<file path="src/rtl/apb_requester.sv">
`timescale 1ns/1ps
// -----------------------------------------------------------------------------
// apb_requester
//
// APB4 initiator. It takes one request on a valid/ready channel, runs it as an
// APB setup/access transfer, and holds the result on a response channel until
// the response is consumed. Only one transfer is in flight at a time.
//
// Optional feature macro: APB_REQUESTER_TIMEOUT_EN
//   When defined, a watchdog aborts an access after TIMEOUT_CYCLES wait states
//   and reports rsp_slverr = 1 and rsp_timeout = 1. When undefined, an access
//   waits for pready indefinitely and rsp_timeout is tied low.
//
// Parameters:
//   ADDR_WIDTH      width of req_addr / paddr (byte address, at least 3)
//   DATA_WIDTH      data width; strobes are DATA_WIDTH/8 bits
//   TIMEOUT_CYCLES  wait-state limit for the watchdog (1..65535)
//
// Ports:
//   clk, reset_n             clock (also pclk) and async active-low reset
//   req_valid / req_ready    request handshake
//   req_write, req_addr,
//   req_wdata, req_strb      request payload
//   rsp_valid / rsp_ready    response handshake
//   rsp_rdata, rsp_slverr,
//   rsp_timeout              response payload (rdata is 0 for writes)
//   psel, penable, pwrite,
//   paddr, pwdata, pstrb     APB requester outputs
//   pready, pslverr, prdata  APB completer inputs
// -----------------------------------------------------------------------------
module apb_requester #(
   parameter int ADDR_WIDTH     = 12,
   parameter int DATA_WIDTH     = 32,
   parameter int TIMEOUT_CYCLES = 255
) (
   input  logic                    clk,
   input  logic                    reset_n,
   // request channel
   input  logic                    req_valid,
   output logic                    req_ready,
   input  logic                    req_write,
   input  logic [ADDR_WIDTH-1:0]   req_addr,
   input  logic [DATA_WIDTH-1:0]   req_wdata,
   input  logic [DATA_WIDTH/8-1:0] req_strb,
   // response channel
   output logic                    rsp_valid,
   input  logic                    rsp_ready,
   output logic [DATA_WIDTH-1:0]   rsp_rdata,
   output logic                    rsp_slverr,
   output logic                    rsp_timeout,
   // APB
   output logic                    psel,
   output logic                    penable,
   output logic                    pwrite,
   output logic [ADDR_WIDTH-1:0]   paddr,
   output logic [DATA_WIDTH-1:0]   pwdata,
   output logic [DATA_WIDTH/8-1:0] pstrb,
   input  logic                    pready,
   input  logic                    pslverr,
   input  logic [DATA_WIDTH-1:0]   prdata
);

   localparam int STRB_WIDTH = DATA_WIDTH / 8;

   typedef enum logic [1:0] {
      IDLE,
      SETUP,
      ACCESS,
      RESP
   } state_t;

   state_t                  state_q, state_d;

   logic                    psel_d, penable_d, pwrite_d;
   logic [ADDR_WIDTH-1:0]   paddr_d;
   logic [DATA_WIDTH-1:0]   pwdata_d;
   logic [STRB_WIDTH-1:0]   pstrb_d;
   logic                    rsp_valid_d, rsp_slverr_d;
   logic [DATA_WIDTH-1:0]   rsp_rdata_d;

   // The two low address bits never reach the bus (transfers are word
   // aligned); the reduction keeps them visibly consumed.
   logic                    addr_lsb_unused;
   assign addr_lsb_unused = ^req_addr[1:0];

`ifdef APB_REQUESTER_TIMEOUT_EN
   localparam logic [15:0] TIMEOUT_LIMIT = 16'(TIMEOUT_CYCLES);

   logic [15:0]             wait_cnt_q, wait_cnt_d;
   logic                    rsp_timeout_d;
`else
   // The limit is only consulted when the watchdog is built in.
   localparam int TIMEOUT_UNUSED = TIMEOUT_CYCLES;

   assign rsp_timeout = 1'b0;
`endif

   // Only combinational output: the request is taken only in IDLE, and never
   // while reset is asserted.
   assign req_ready = reset_n && (state_q == IDLE);

   // ---------------------------------------------------------------------------
   // Next-state and next-output logic
   // ---------------------------------------------------------------------------
   always_comb begin
      // NOTE: every signal gets a hold/default value before the case statement
      // so no path leaves it unassigned, which would infer a latch.
      state_d      = state_q;
      psel_d       = psel;
      penable_d    = penable;
      pwrite_d     = pwrite;
      paddr_d      = paddr;
      pwdata_d     = pwdata;
      pstrb_d      = pstrb;
      rsp_valid_d  = rsp_valid;
      rsp_rdata_d  = rsp_rdata;
      rsp_slverr_d = rsp_slverr;
`ifdef APB_REQUESTER_TIMEOUT_EN
      wait_cnt_d    = wait_cnt_q;
      rsp_timeout_d = rsp_timeout;
`endif

      unique case (state_q)
         IDLE: begin
            if (req_valid) begin
               state_d  = SETUP;
               psel_d   = 1'b1;
               pwrite_d = req_write;
               paddr_d  = {req_addr[ADDR_WIDTH-1:2], 2'b00};
               pwdata_d = req_wdata;
               // Reads carry no byte enables on the bus.
               pstrb_d  = req_write ? req_strb : '0;
            end
         end

         SETUP: begin
            state_d   = ACCESS;
            penable_d = 1'b1;
`ifdef APB_REQUESTER_TIMEOUT_EN
            wait_cnt_d = '0;
`endif
         end

         ACCESS: begin
            if (pready) begin
               // Completion has priority over a watchdog expiring on this edge.
               state_d      = RESP;
               psel_d       = 1'b0;
               penable_d    = 1'b0;
               rsp_valid_d  = 1'b1;
               rsp_rdata_d  = pwrite ? '0 : prdata;
               rsp_slverr_d = pslverr;
`ifdef APB_REQUESTER_TIMEOUT_EN
               rsp_timeout_d = 1'b0;
            end else if (wait_cnt_q == TIMEOUT_LIMIT) begin
               state_d       = RESP;
               psel_d        = 1'b0;
               penable_d     = 1'b0;
               rsp_valid_d   = 1'b1;
               rsp_rdata_d   = '0;
               rsp_slverr_d  = 1'b1;
               rsp_timeout_d = 1'b1;
            end else begin
               wait_cnt_d = wait_cnt_q + 16'd1;
`endif
            end
         end

         RESP: begin
            if (rsp_ready) begin
               state_d     = IDLE;
               rsp_valid_d = 1'b0;
            end
         end

         default: state_d = IDLE;
      endcase
   end

   // ---------------------------------------------------------------------------
   // State and output registers
   // ---------------------------------------------------------------------------
   // NOTE: sequential state uses non-blocking assignments so every register
   // samples the pre-edge values regardless of statement order.
   always_ff @(posedge clk or negedge reset_n) begin
      if (!reset_n) begin
         state_q    <= IDLE;
         psel       <= 1'b0;
         penable    <= 1'b0;
         pwrite     <= 1'b0;
         paddr      <= '0;
         pwdata     <= '0;
         pstrb      <= '0;
         rsp_valid  <= 1'b0;
         rsp_rdata  <= '0;
         rsp_slverr <= 1'b0;
      end else begin
         state_q    <= state_d;
         psel       <= psel_d;
         penable    <= penable_d;
         pwrite     <= pwrite_d;
         paddr      <= paddr_d;
         pwdata     <= pwdata_d;
         pstrb      <= pstrb_d;
         rsp_valid  <= rsp_valid_d;
         rsp_rdata  <= rsp_rdata_d;
         rsp_slverr <= rsp_slverr_d;
      end
   end

`ifdef APB_REQUESTER_TIMEOUT_EN
   always_ff @(posedge clk or negedge reset_n) begin
      if (!reset_n) begin
         wait_cnt_q  <= '0;
         rsp_timeout <= 1'b0;
      end else begin
         wait_cnt_q  <= wait_cnt_d;
         rsp_timeout <= rsp_timeout_d;
      end
   end
`endif

endmodule

</file>
<file path="config.mk">
export PLATFORM = sky130hd
export DESIGN_NAME = apb_requester
export DESIGN_NICKNAME = d
export VERILOG_FILES = /design/src/rtl/apb_requester.sv
export SDC_FILE = /design/constraint.sdc
export NUM_CORES = 1
export LEC_CHECK = 0
export ABC_AREA = 1
export CORE_UTILIZATION = 40
export CTS_CLUSTER_SIZE = 14
export DETAILED_ROUTE_END_ITERATION = 7
export PLACE_DENSITY_LB_ADDON = 0.2
export SYNTH_ARGS = -nofsm -noshare
export SYNTH_HDL_FRONTEND = slang
export SYNTH_SLANG_ARGS = --single-unit
</file>
<file path="constraint.sdc">
create_clock -name clk -period 1.7 [get_ports clk]
set_input_delay 0.255 -clock clk [delete_from_list [all_inputs] [get_ports clk]]
set_output_delay 0.255 -clock clk [all_outputs]
set_load 0.005 [all_outputs]
</file>
==> results.md, run 1 <==
- Clock buffer depth: 2
- Period utilisation layout: 0.935
- Pre-CTS setup slack: 0.108 ns
- H-tree levels: 3
- RD Place Congestion: 0.768
- Worst-Skew Late Latency: 0.35 ns
- Worst slew margin: 0.661
- Placed Area: 5250 um^2
- First-pass GRT wire length: 14000 um
- CP Capture Type: output pin
- Finished Layout Cells: 675
- R2r setup slk: 0.24 ns
- Vias per cell: 4.61
- Startpoint type of the worst setup path: input pin
- GR met3 Demand/Resource: 0.0806
- RSZ-0062 raised after global routing: no
- Fmax: 629 MHz
- Number of global-route vias before repair: 2958
- Final wirelength: 9000 um
- Die extent in x: 95.9 um
- Tot GR Track Use: 0.199
- Setup_tns: 0 ns
- Clock slew at reported path FFs: 0.09 ns
- Hold crit path type: input pin to async pin
- Initial Util: 0.421
- Inserted Diodes: 0
- Wire per inst: 13.3 um
- Syn_area_per_cell: 8.95 um^2
- Peak supply drop: 0.000829 V
- Share of cells above drive strength 1: 0.0719
- Ranking of synthesized cells by area: dfrtp_1 60%, nand2_1 23%, o21ai_0 3.8%
- FF-to-FF path depth: 7
- Die Footprint: 9190 um^2
- Outcome: completed
- DRC: 0
- Num rows: 33
- Core ar.: 8380 um^2
- Iter 0 DRT Violations: 81
- Area Growth Syn to Fin: 56.4%
- Top cell type by total area after synthesis: dfrtp_1
- Fin nets: 658
- Final min period: 1.59 ns
- Post-synthesis sequential area ratio: 0.603
- Yosys warnings: 0
- GRT busiest layer: met2
- #FFs+latches synth: 85
- Boundary Pins: 174
- Root buf cell: clkbuf_8
- Total gr overflow: 0
- Power density over the cells: 1650 nW/um^2
- Routed vias: 3110
- Clock Skew: 0.0140 ns
- Routed Antenna Nets: 0
- DR pass1 iterations: 4
- Initial antenna violation count: 0
- Placed instance count: 654
- Top cell type's share of synthesized area: 0.603
- Smallest hold slack: 0.266 ns
- CP Data Required Time: 1.44 ns
- Crit-path max FO: 10
- CP Class: input pin to output pin
- Die height: 95.9 um
- PnR worst setup slack: 0.111 ns
- Arrival time worst endpoint: 1.33 ns
- Synth Instances: 394
- Leading cell types in the layout, fill and taps excluded: 218 x nand2_1, 166 x clkdlybuf4s50_1, 85 x dfrtp_1
- GR Util met2: 0.320
- Clock tree sinks: 85
- Worst-margin pin slew: 0.509 ns
- Slew Limit Fails: 0
- Largest net degree at the start of global routing: 65
- Final setup fails: 0
- Dpl hpwl: 6410 um
- Port-buffer cells: 168
- Max_cap viols: 0
- Post-Syn Area: 3520 um^2
- Commonest non-fill, non-tap cell in the layout: nand2_1
- Final cell area excluding filler cells: 5510 um^2
- CTS tree: yes
- CTS buffer count: 9
- Final hold violations: 0
- Met1 Usage GRT: 0.244
- Leakage: 2.67 nW
- Unique masters post-synth: 18
## path summary, 6_finish.rpt
path,end,start
max in group asynchronous,paddr[5],reset_n
hold reg to reg,paddr[7],paddr[7]
min in group clk,pwdata[13],req_wdata[13]
setup reg to reg,pwrite,state_q[1]
hold / removal,rsp_rdata[8],reset_n
setup / recovery,req_ready,reset_n
## where the power goes
part | internal, mW | switching, mW | leakage, nW
Sequential | 2.91 | 0.468 | 1.07
Clock | 0.865 | 0.715 | 0.112
Combinational | 2.34 | 1.78 | 1.49
Total | 6.11 | 2.96 | 2.67
## sequential cells by signal (all words and copies together) (netlist names), 2 cells and up
name	flops
paddr	10
state_q	2
pstrb	4
pwdata	32
rsp_rdata	32
## layer usage
| layer | wire length (um) | part of all wire |
|---|---|---|
| met1 | 3690 | 0.41 |
| met2 | 4330 | 0.48 |
| met3 | 851 | 0.095 |
| met4 | 128 | 0.014 |
| met5 | 0 | 0 |
## timing repair
action | 4_1_cts | 5_1_grt
hold buffers | 1 | 0
buffers inserted | 4 | 0
hold endpoints to repair | 7 | 0
setup endpoints to repair | 1 | 0
resized for setup | 4 | 0
## worst max-delay path, cell delays in order
cell	delay (ns)
dlygate4sd3_1	0.53
buf_4	0.19
nand2_1	0.07
inv_1	0.03
dlygate4sd2_1	0.25
## layout make-up
cell class	count	area, um^2
Tap cell	105	131
Multi-Input combinational cell	276	1180
Clock buffer	10	138
Timing Repair Buffer	180	1800
Clock inverter	6	86.3
Sequential cell	85	2130
Inverter	13	51.3
Fill cell	679	2870
## cells by family after synthesis
family,count (synthesis),synth area share
buffers and inverters,35,0.0632
other,1,0.00106
adders and majority gates,6,0.0213
AOI/OAI and AO/OA,40,0.0650
DFF,85,0.603
and+or+nand+nor,227,0.246
## cells in the mapped netlist
| cell | number |
|---|---|
| nand4_1 | 2 |
| inv_4 | 1 |
| o21ai_1 | 5 |
| conb_1 | 1 |
| nand2_2 | 2 |
| buf_4 | 3 |
| nand2_1 | 218 |
| clkbuf_1 | 2 |
| buf_2 | 8 |
| ha_1 | 6 |
| o21ai_0 | 27 |
| nor2_1 | 1 |
| o211ai_1 | 1 |
| inv_1 | 12 |
| buf_6 | 9 |
| dfrtp_1 | 85 |
| nand3_1 | 4 |
| o21ai_2 | 7 |
## stage by stage
stage,utilization,power [mW]
after floorplan,-,5.13
final,0.658,9.07
after global routing,0.658,9.79
after detailed placement,0.626,7.50
after CTS,0.658,9.19
after global placement,0.626,7.34
(Power assumes the default switching activity.)
==> inputs of run 2 (changes only) <==
--- a/config.mk
+++ b/config.mk
@@ -9,7 +9,7 @@
 export CORE_UTILIZATION = 40
 export CTS_CLUSTER_SIZE = 14
 export DETAILED_ROUTE_END_ITERATION = 7
-export PLACE_DENSITY_LB_ADDON = 0.2
+export PLACE_DENSITY = 0.86
 export SYNTH_ARGS = -nofsm -noshare
 export SYNTH_HDL_FRONTEND = slang
 export SYNTH_SLANG_ARGS = --single-unit
==> run 2 against run 1 <==
Critical path depth unchanged. Sequential cell count unchanged. Clock power down 16%. Worst setup slack better by 0.057 ns.
==> results.md, run 2 (synthesis results as in run 1) <==
- Clock buffer depth: 2
- Initial Util: 0.421
- Area Growth Syn to Fin: 55.3%
- Iter 0 DRT Violations: 104
- Die extent in x: 95.9 um
- Power density over the cells: 1620 nW/um^2
- Final setup fails: 0
- FF-to-FF path depth: 8
- Slowest CP cell: dlygate4sd3_1
- Worst-Skew Late Latency: 0.33 ns
- CTS tree: yes
- Max_cap viols: 0
- DRC: 0
- Fmax: 653 MHz
- RD Place Congestion: 0.778
- Critical path endpoint: req_ready
- Setup_tns: 0 ns
- Inserted Diodes: 0
- Hold crit path type: input pin to register
- Routed vias: 3106
- Slowest stage delay, CP: 0.53 ns
- Final min period: 1.53 ns
- Top Registers: pwdata (32), rsp_rdata (32), paddr (10)
- Crit-path max FO: 2
- Leakage: 2.65 nW
- Initial antenna violation count: 0
- CTS buffer count: 9
- Clock tree sinks: 85
- Hold path cells: 3
- WL met3: 787 um
- Slew Limit Fails: 0
- Source of the critical timing path: reset_n
- Clock slew at reported path FFs: 0.08 ns
- Vias per cell: 4.63
- Core ar.: 8380 um^2
- Die Footprint: 9190 um^2
- Port-buffer cells: 168
- R2r setup slk: 0.19 ns
- Crit-path cells: dlygate4sd3_1, buf_4, nand2_1, inv_1, dlygate4sd2_1
- Final hold violations: 0
- First-pass GRT wire length: 13700 um
- Arrival time worst endpoint: 1.28 ns
- Dpl hpwl: 6330 um
- DR pass1 iterations: 4
- Outcome: completed
- Smallest hold slack: 0.448 ns
- Fillers: 651
- Met1 WL: 3650 um
- Tot GR Track Use: 0.197
- Leading cell types in the layout, fill and taps excluded: 218 x nand2_1, 166 x clkdlybuf4s50_1, 85 x dfrtp_1
- Final wirelength: 8840 um
- CP Class: input pin to output pin
- CP Data Required Time: 1.44 ns
- Peak supply drop: 0.000806 V
- Largest net degree at the start of global routing: 86
- Boundary Pins: 174
- Total gr overflow: 0
- Worst flop-to-flop path startpoint: state_q[0]
- RSZ-0062 raised after global routing: no
- Number of global-route vias before repair: 2962
- Met2 routed WL: 4280 um
- Die height: 95.9 um
- H-tree levels: 3
- Period utilisation layout: 0.901
- RR Endpoint: rsp_valid
- Commonest non-fill, non-tap cell in the layout: nand2_1
- Num rows: 33
- Share of cells above drive strength 1: 0.0654
- Post-layout util: 0.653
- Fin nets: 656
- CP Capture Type: output pin
- Routed Antenna Nets: 0
- Startpoint type of the worst setup path: input pin
- Wire per inst: 13.2 um
- Top Layer Used: met4
- Clock Skew: 0.0109 ns
- Root buf cell: clkbuf_8
[run 2: cell types whose count changed in the layout (fill, tap and decap cells not counted)]
cell	previous run	this run
buf_4	10	7
clkbuf_8	10	9
ha_2	1	0
bufinv_16	2	1
clkinv_2	2	3
ha_4	0	1
buf_12	2	3
clkinvlp_4	1	0
[run 2: report_power, final]
| group | switching (mW) | internal [mW] | total (mW) |
|---|---|---|---|
| logic | 1.79 | 2.34 | 4.13 |
| registers | 0.488 | 2.91 | 3.40 |
| clock network | 0.674 | 0.658 | 1.33 |
| total | 2.95 | 5.91 | 8.86 |
[run 2: repair_timing]
item | CTS | global route
hold endpoints to repair | 85 | 0
hold buffers | 1 | 0
resized for setup | 5 | 0
buffers inserted | 2 | 0
setup endpoints to repair | 1 | 0
[run 2: per-layer routing]
layer / up-vias / GRT usage
met4: 0 / 0.0721
met5: - / 0
li1: 1544 / -
met1: 1424 / 0.235
met3: 9 / 0.0679
met2: 129 / 0.329
[run 2: stage by stage]
| step | total power, mW | cell area, um^2 | cells | worst slack [ns] |
|---|---|---|---|---|
| floorplan | 5.13 | 3530 | 396 | 0.402 |
| global placement | 7.33 | 5260 | 654 | 0.137 |
| detailed placement | 7.52 | 5260 | 654 | 0.125 |
| CTS | 8.97 | 5480 | 671 | 0.135 |
| global route | 9.57 | 5480 | 671 | 0.0648 |
| finish | 8.86 | 5480 | 671 | 0.168 |
[run 2: critical path: cells and delay by family]
family / cells / cell delay [ns]
simple gates: 1 / 0.06
buf+inv: 4 / 0.96
[run 2: final cells by class]
type                            instances  area [um^2]  area share
Sequential cell                        85         2130       0.388
Timing Repair Buffer                  178         1790       0.327
Multi-Input combinational cell        276         1190       0.218
Tap cell                              105          131      0.0240
Clock buffer                            9          124      0.0226
Clock inverter                          5         53.8     0.00983
Inverter                               13         51.3     0.00937
[run 2: how the worst min path moves through the flow]
stage	from	endpoint
3_5_place_dp	reset_n	pwdata[23]
2_1_floorplan	reset_n	paddr[10]
6_report	req_wdata[12]	pwdata[12]
4_1_cts	req_wdata[30]	pwdata[30]
3_3_place_gp	reset_n	state_q[0]
5_1_grt	req_wdata[20]	pwdata[20]
